## config.mk

```make
export PLATFORM = sky130hd
export DESIGN_NAME = universal_reg
export DESIGN_NICKNAME = d
export VERILOG_FILES = /design/src/rtl/universal_reg.sv
export SDC_FILE = /design/constraint.sdc
export NUM_CORES = 1
export LEC_CHECK = 0
export CAP_MARGIN = 15
export CORE_MARGIN = 2
export CORE_UTILIZATION = 40
export CTS_CLUSTER_DIAMETER = 200
export DETAILED_ROUTE_END_ITERATION = 6
export PLACE_DENSITY = 0.72
export SLEW_MARGIN = 20
export SYNTH_ARGS = -nofsm -noshare
export SYNTH_HDL_FRONTEND = slang
export SYNTH_SLANG_ARGS = --single-unit
```

## constraint.sdc

```tcl
create_clock -name clk -period 5.9 [get_ports clk]
set_clock_uncertainty 0.1 [all_clocks]
set_input_delay 1.18 -clock clk [delete_from_list [all_inputs] [get_ports clk]]
set_output_delay 1.18 -clock clk [all_outputs]
set_load 0.01 [all_outputs]
```

## src/rtl/universal_reg.sv

```systemverilog
// Universal shift/rotate/load register with a multi-step command sequencer.
// Optional even-parity output enabled by defining UNIVERSAL_REG_PARITY_EN.
module universal_reg #(
  parameter int WIDTH   = 8,
  parameter int SHAMT_W = 3
) (
  input  logic               clk,
  input  logic               rst,
  input  logic               en,
  input  logic [2:0]         op,
  input  logic [WIDTH-1:0]   d,
  input  logic               sin,
  input  logic [SHAMT_W-1:0] shamt,
  input  logic               start,
  output logic [WIDTH-1:0]   q,
  output logic               sout,
  output logic               busy,
  output logic               done,
  output logic               parity
);

  typedef enum logic [1:0] {
    IDLE = 2'd0,
    RUN  = 2'd1,
    DONE = 2'd2
  } state_t;

  localparam logic [2:0] OP_HOLD = 3'b000;
  localparam logic [2:0] OP_LOAD = 3'b001;
  localparam logic [2:0] OP_SHL  = 3'b010;
  localparam logic [2:0] OP_SHR  = 3'b011;
  localparam logic [2:0] OP_ROTL = 3'b100;
  localparam logic [2:0] OP_ROTR = 3'b101;
  localparam logic [2:0] OP_CLR  = 3'b110;
  localparam logic [2:0] OP_ASR  = 3'b111;

  state_t             state_r;
  logic [SHAMT_W-1:0] cnt_r;
  logic [2:0]         op_l_r;
  logic [WIDTH-1:0]   q_r;
  logic               sout_r;
  logic               busy_r;
  logic               done_r;

  logic [2:0]         step_op_s;
  logic [WIDTH-1:0]   q_nxt_s;
  logic               sout_nxt_s;

  // Returns {sout, q} after one step of operation o.
  function automatic logic [WIDTH:0] step_f(
    input logic [2:0]       o,
    input logic [WIDTH-1:0] v,
    input logic [WIDTH-1:0] dv,
    input logic             s,
    input logic             so
  );
    case (o)
      OP_HOLD: step_f = {so, v};
      OP_LOAD: step_f = {so, dv};
      OP_SHL:  step_f = {v[WIDTH-1], v[WIDTH-2:0], s};
      OP_SHR:  step_f = {v[0], s, v[WIDTH-1:1]};
      OP_ROTL: step_f = {v[WIDTH-1], v[WIDTH-2:0], v[WIDTH-1]};
      OP_ROTR: step_f = {v[0], v[0], v[WIDTH-1:1]};
      OP_CLR:  step_f = {so, {WIDTH{1'b0}}};
      OP_ASR:  step_f = {v[0], v[WIDTH-1], v[WIDTH-1:1]};
      default: step_f = {so, v};
    endcase
  endfunction

  // Only the shift/rotate family may run as a multi-step command.
  function automatic logic is_multi_f(input logic [2:0] o);
    case (o)
      OP_SHL, OP_SHR, OP_ROTL, OP_ROTR, OP_ASR: is_multi_f = 1'b1;
      default:                                  is_multi_f = 1'b0;
    endcase
  endfunction

  // Next-step datapath: latched op while running, live op otherwise.
  always_comb begin
    step_op_s = op;
    if (state_r == RUN) begin
      step_op_s = op_l_r;
    end else begin
      step_op_s = op;
    end
    {sout_nxt_s, q_nxt_s} = step_f(step_op_s, q_r, d, sin, sout_r);
  end

  // Sequencer, register contents and status outputs.
  always_ff @(posedge clk) begin
    if (rst) begin
      state_r <= IDLE;
      cnt_r   <= {SHAMT_W{1'b0}};
      op_l_r  <= OP_HOLD;
      q_r     <= {WIDTH{1'b0}};
      sout_r  <= 1'b0;
      busy_r  <= 1'b0;
      done_r  <= 1'b0;
    end else if (en) begin
      case (state_r)
        IDLE, DONE: begin
          if (start && is_multi_f(op)) begin
            op_l_r <= op;
            cnt_r  <= shamt;
            if (shamt != {SHAMT_W{1'b0}}) begin
              state_r <= RUN;
              busy_r  <= 1'b1;
              done_r  <= 1'b0;
            end else begin
              state_r <= DONE;
              busy_r  <= 1'b0;
              done_r  <= 1'b1;
            end
          end else begin
            q_r     <= q_nxt_s;
            sout_r  <= sout_nxt_s;
            state_r <= IDLE;
            busy_r  <= 1'b0;
            done_r  <= 1'b0;
          end
        end
        RUN: begin
          q_r    <= q_nxt_s;
          sout_r <= sout_nxt_s;
          cnt_r  <= cnt_r - SHAMT_W'(1);
          // Last step when the counter is about to reach zero.
          if (cnt_r == SHAMT_W'(1)) begin
            state_r <= DONE;
            busy_r  <= 1'b0;
            done_r  <= 1'b1;
          end else begin
            state_r <= RUN;
            busy_r  <= 1'b1;
            done_r  <= 1'b0;
          end
        end
        default: begin
          state_r <= IDLE;
          busy_r  <= 1'b0;
          done_r  <= 1'b0;
        end
      endcase
    end
  end

  assign q    = q_r;
  assign sout = sout_r;
  assign busy = busy_r;
  assign done = done_r;

`ifdef UNIVERSAL_REG_PARITY_EN
  function automatic logic parity_f(input logic [WIDTH-1:0] v);
    parity_f = ^v;
  endfunction

  assign parity = parity_f(q_r);
`else
  assign parity = 1'b0;
`endif

endmodule

```

==> run metrics <==
CTS tree built; path category of the worst min-delay check reg -> reg; Post-Syn Area 1220 um^2; CTS sink cnt 17; WS Path Type in -> reg; antenna violations before repair 0; ys flop type dfxtp_1; DR top layer met4; die width roughly 60 um; Synth Area in Adders between 2 and 2.5%; DRT Wirelength roughly 3 mm; critical path fanouts, max 18; Lkg Pwr roughly 0.53 nW; largest family of logic cells by synthesized area simple AND/OR/NAND/NOR gates; GRT Residual Overflow 0; wire length on met1 about 1.4 mm; post-synth cell types 42; setup_tns 0 ps; Starting Density around two fifths; max-cap violation count 0; critical path arrival approximately 3300 ps; number of port buffers 29; synth warn 0; Slew @ Worst Pin between 700 and 800 ps; Hold Buf Count CTS 0; minimum clock period between 3000 and 4000 ps; Pins Over Slew Limit 0; number of core rows 20; Syn Area/Cell about 7.9 um^2; CP startpoint kind input pin; share of layout cells above drive strength 1 6.86%; Synth Area in Compound Gates 25.2%; Hold WS between 300 and 400 ps; IR drop worst, VDD ~0.000074 V; post-route insts no fill approximately 210; sequential area share after synthesis around 28%; commonest non-fill, non-tap cell in the layout clkdlybuf4s50_1; status completed; cells after synthesis about 160; unrepaired setup endpoints after global routing no; commonest non-fill, non-tap cells in the layout 29 x clkdlybuf4s50_1, 18 x nand2_1, 17 x nor2_1, 17 x dfxtp_1, 12 x a21oi_1; Post-DP Area between 1000 and 1500 um^2; I/O pin total 31; post-synthesis simple-gate area fraction about a quarter; drt initial violations 48; vias in the first global route roughly 1.0k; register bit count reported by yosys 17; final instance area 1500 um^2; via count about 1.2k; DR DRC count 0; ant diodes 0; Crit. End Element flip-flop; H-tree depth 1; DRT Pass-1 Iters 4; Total GRT Usage 17.4%; P&R area growth vs syn 22.4%; number of synthesized flops with an enable pin 0; syn nets approximately 180; XOR/XNOR Fraction of Synth Area roughly 1.4%; fin crit share a little over half; power per standard cell area a little under 200 nW/um^2; CTS max path bufs 2; required time of the critical path about 6000 ps; fraction of registers with async set/reset 0%; Core ar. approximately 3000 um^2; met2 WL 1.43 mm; pin count of the biggest net entering global routing 19; GPL Wtd Cong about 0.89; Hold Path Stages 2; CTS Buf Count 3; final setup violation count 0; mux cell area share after synthesis under 10%; DP Wirelength between 2 and 2.5 mm; # resized after CTS 0; worst rel slew slack 50.8%; CTS Root Cell clkbuf_4; final hold vios 0; first-pass GRT wire length approximately 4.7 mm; Max Clk Rate around 0.31 GHz; die area 3520 um^2; per-cell routed wire length 14.3 um; Setup Buffers After CTS 0; Final Total Pwr roughly 290 uW; clk_lat worst skew 300 ps; Avg Vias per Cell about 5.8; Cells after DPL ~200; antenna violation net count after detailed routing 0; nets a little under 200; chip height 59.3 um; clock-pin slew on the worst setup and hold paths roughly 100 ps; routed wl met3 approximately 110 um; Reg2Reg Depth 5
-- cell usage after synthesis (2+ instances only) --
library cell   n  share of area (%)
buf_2          4                1.6
nand3_1       10                4.1
buf_6          3                2.8
nand2_1       18                5.5
mux2i_1        6                4.9
xnor2_1        2                1.4
o22ai_1        2                1.0
a311o_1        6                4.9
o211ai_1       2                1.2
inv_1          7                2.1
dfxtp_1       17                 28
a211oi_1       3                1.8
clkbuf_1       4                1.2
nor3_1         7                2.9
ha_1           2                2.0
buf_4          2                1.2
and3_1         3                1.5
nor2b_1        2                1.0
nor2_1        17                5.2
o21ai_0        5                2.0
a21oi_1       12                4.9
-- layout make-up --
type | count | area [um^2]
fillers | 293 | 1480
clock buffers | 4 | 26.3
repair buffers | 29 | 290
flip-flops and latches | 17 | 340
multi-input cells | 118 | 774
inverters | 7 | 26.3
well taps | 33 | 41.3
-- critical path, cell delays in order --
cell and delay [ps]:
clkdlybuf4s50_1 630, nor2_1 160, mux2i_4 490, o2111ai_4 320, a311o_1 410, a21oi_1 110
-- routing by layer --
metal | vias to the layer above | GRT usage [%]
li1 | 600 | -
met1 | 578 | 23.1
met2 | 33 | 28.7
met3 | 5 | 2.62
met4 | 0 | 5.84
met5 | - | 0
-- flip-flops by register name (all words and copies together), names as in the netlist --
name and flops:
done 1, cnt_r 3, busy 1, op_l_r 3, sout 1, q 8
-- final timing paths --
path / start / slack, ps / endpoint
hold / removal: sout$_SDFFE_PP0P_ / 360 / sout$_SDFFE_PP0P_
setup reg to reg: done$_SDFFE_PP0P_ / 3400 / q[3]$_SDFFE_PP0P_
setup / recovery: op[2] / 2710 / q[5]$_SDFFE_PP0P_
hold reg to reg: sout$_SDFFE_PP0P_ / 360 / sout$_SDFFE_PP0P_
-- kinds of logic after synthesis --
group	count (synthesis)
multiplexers	9
AO/OA/AOI/OAI	41
flip-flops	17
other	1
AND/OR/NAND/NOR	63
adder cells (fa/ha/maj)	2
buffers and inverters	20
XOR/XNOR	2
-- power breakdown --
part           leakage (nW)  switching, mW  internal [mW]
registers             0.139        0.00961          0.122
logic                 0.378         0.0474         0.0444
clock network        0.0150         0.0382         0.0263
-- per-stage QoR --
| stage | setup slack (ps) | utilization [%] |
|---|---|---|
| final | 2710 | 50.3 |
| after global routing | 2550 | 50.3 |
| after CTS | 2740 | 50.3 |
| after detailed placement | 2420 | 49.5 |
| after global placement | 2510 | 49.5 |
| after floorplan | 3190 | - |
Note: power is estimated with default switching activity, not from simulation.
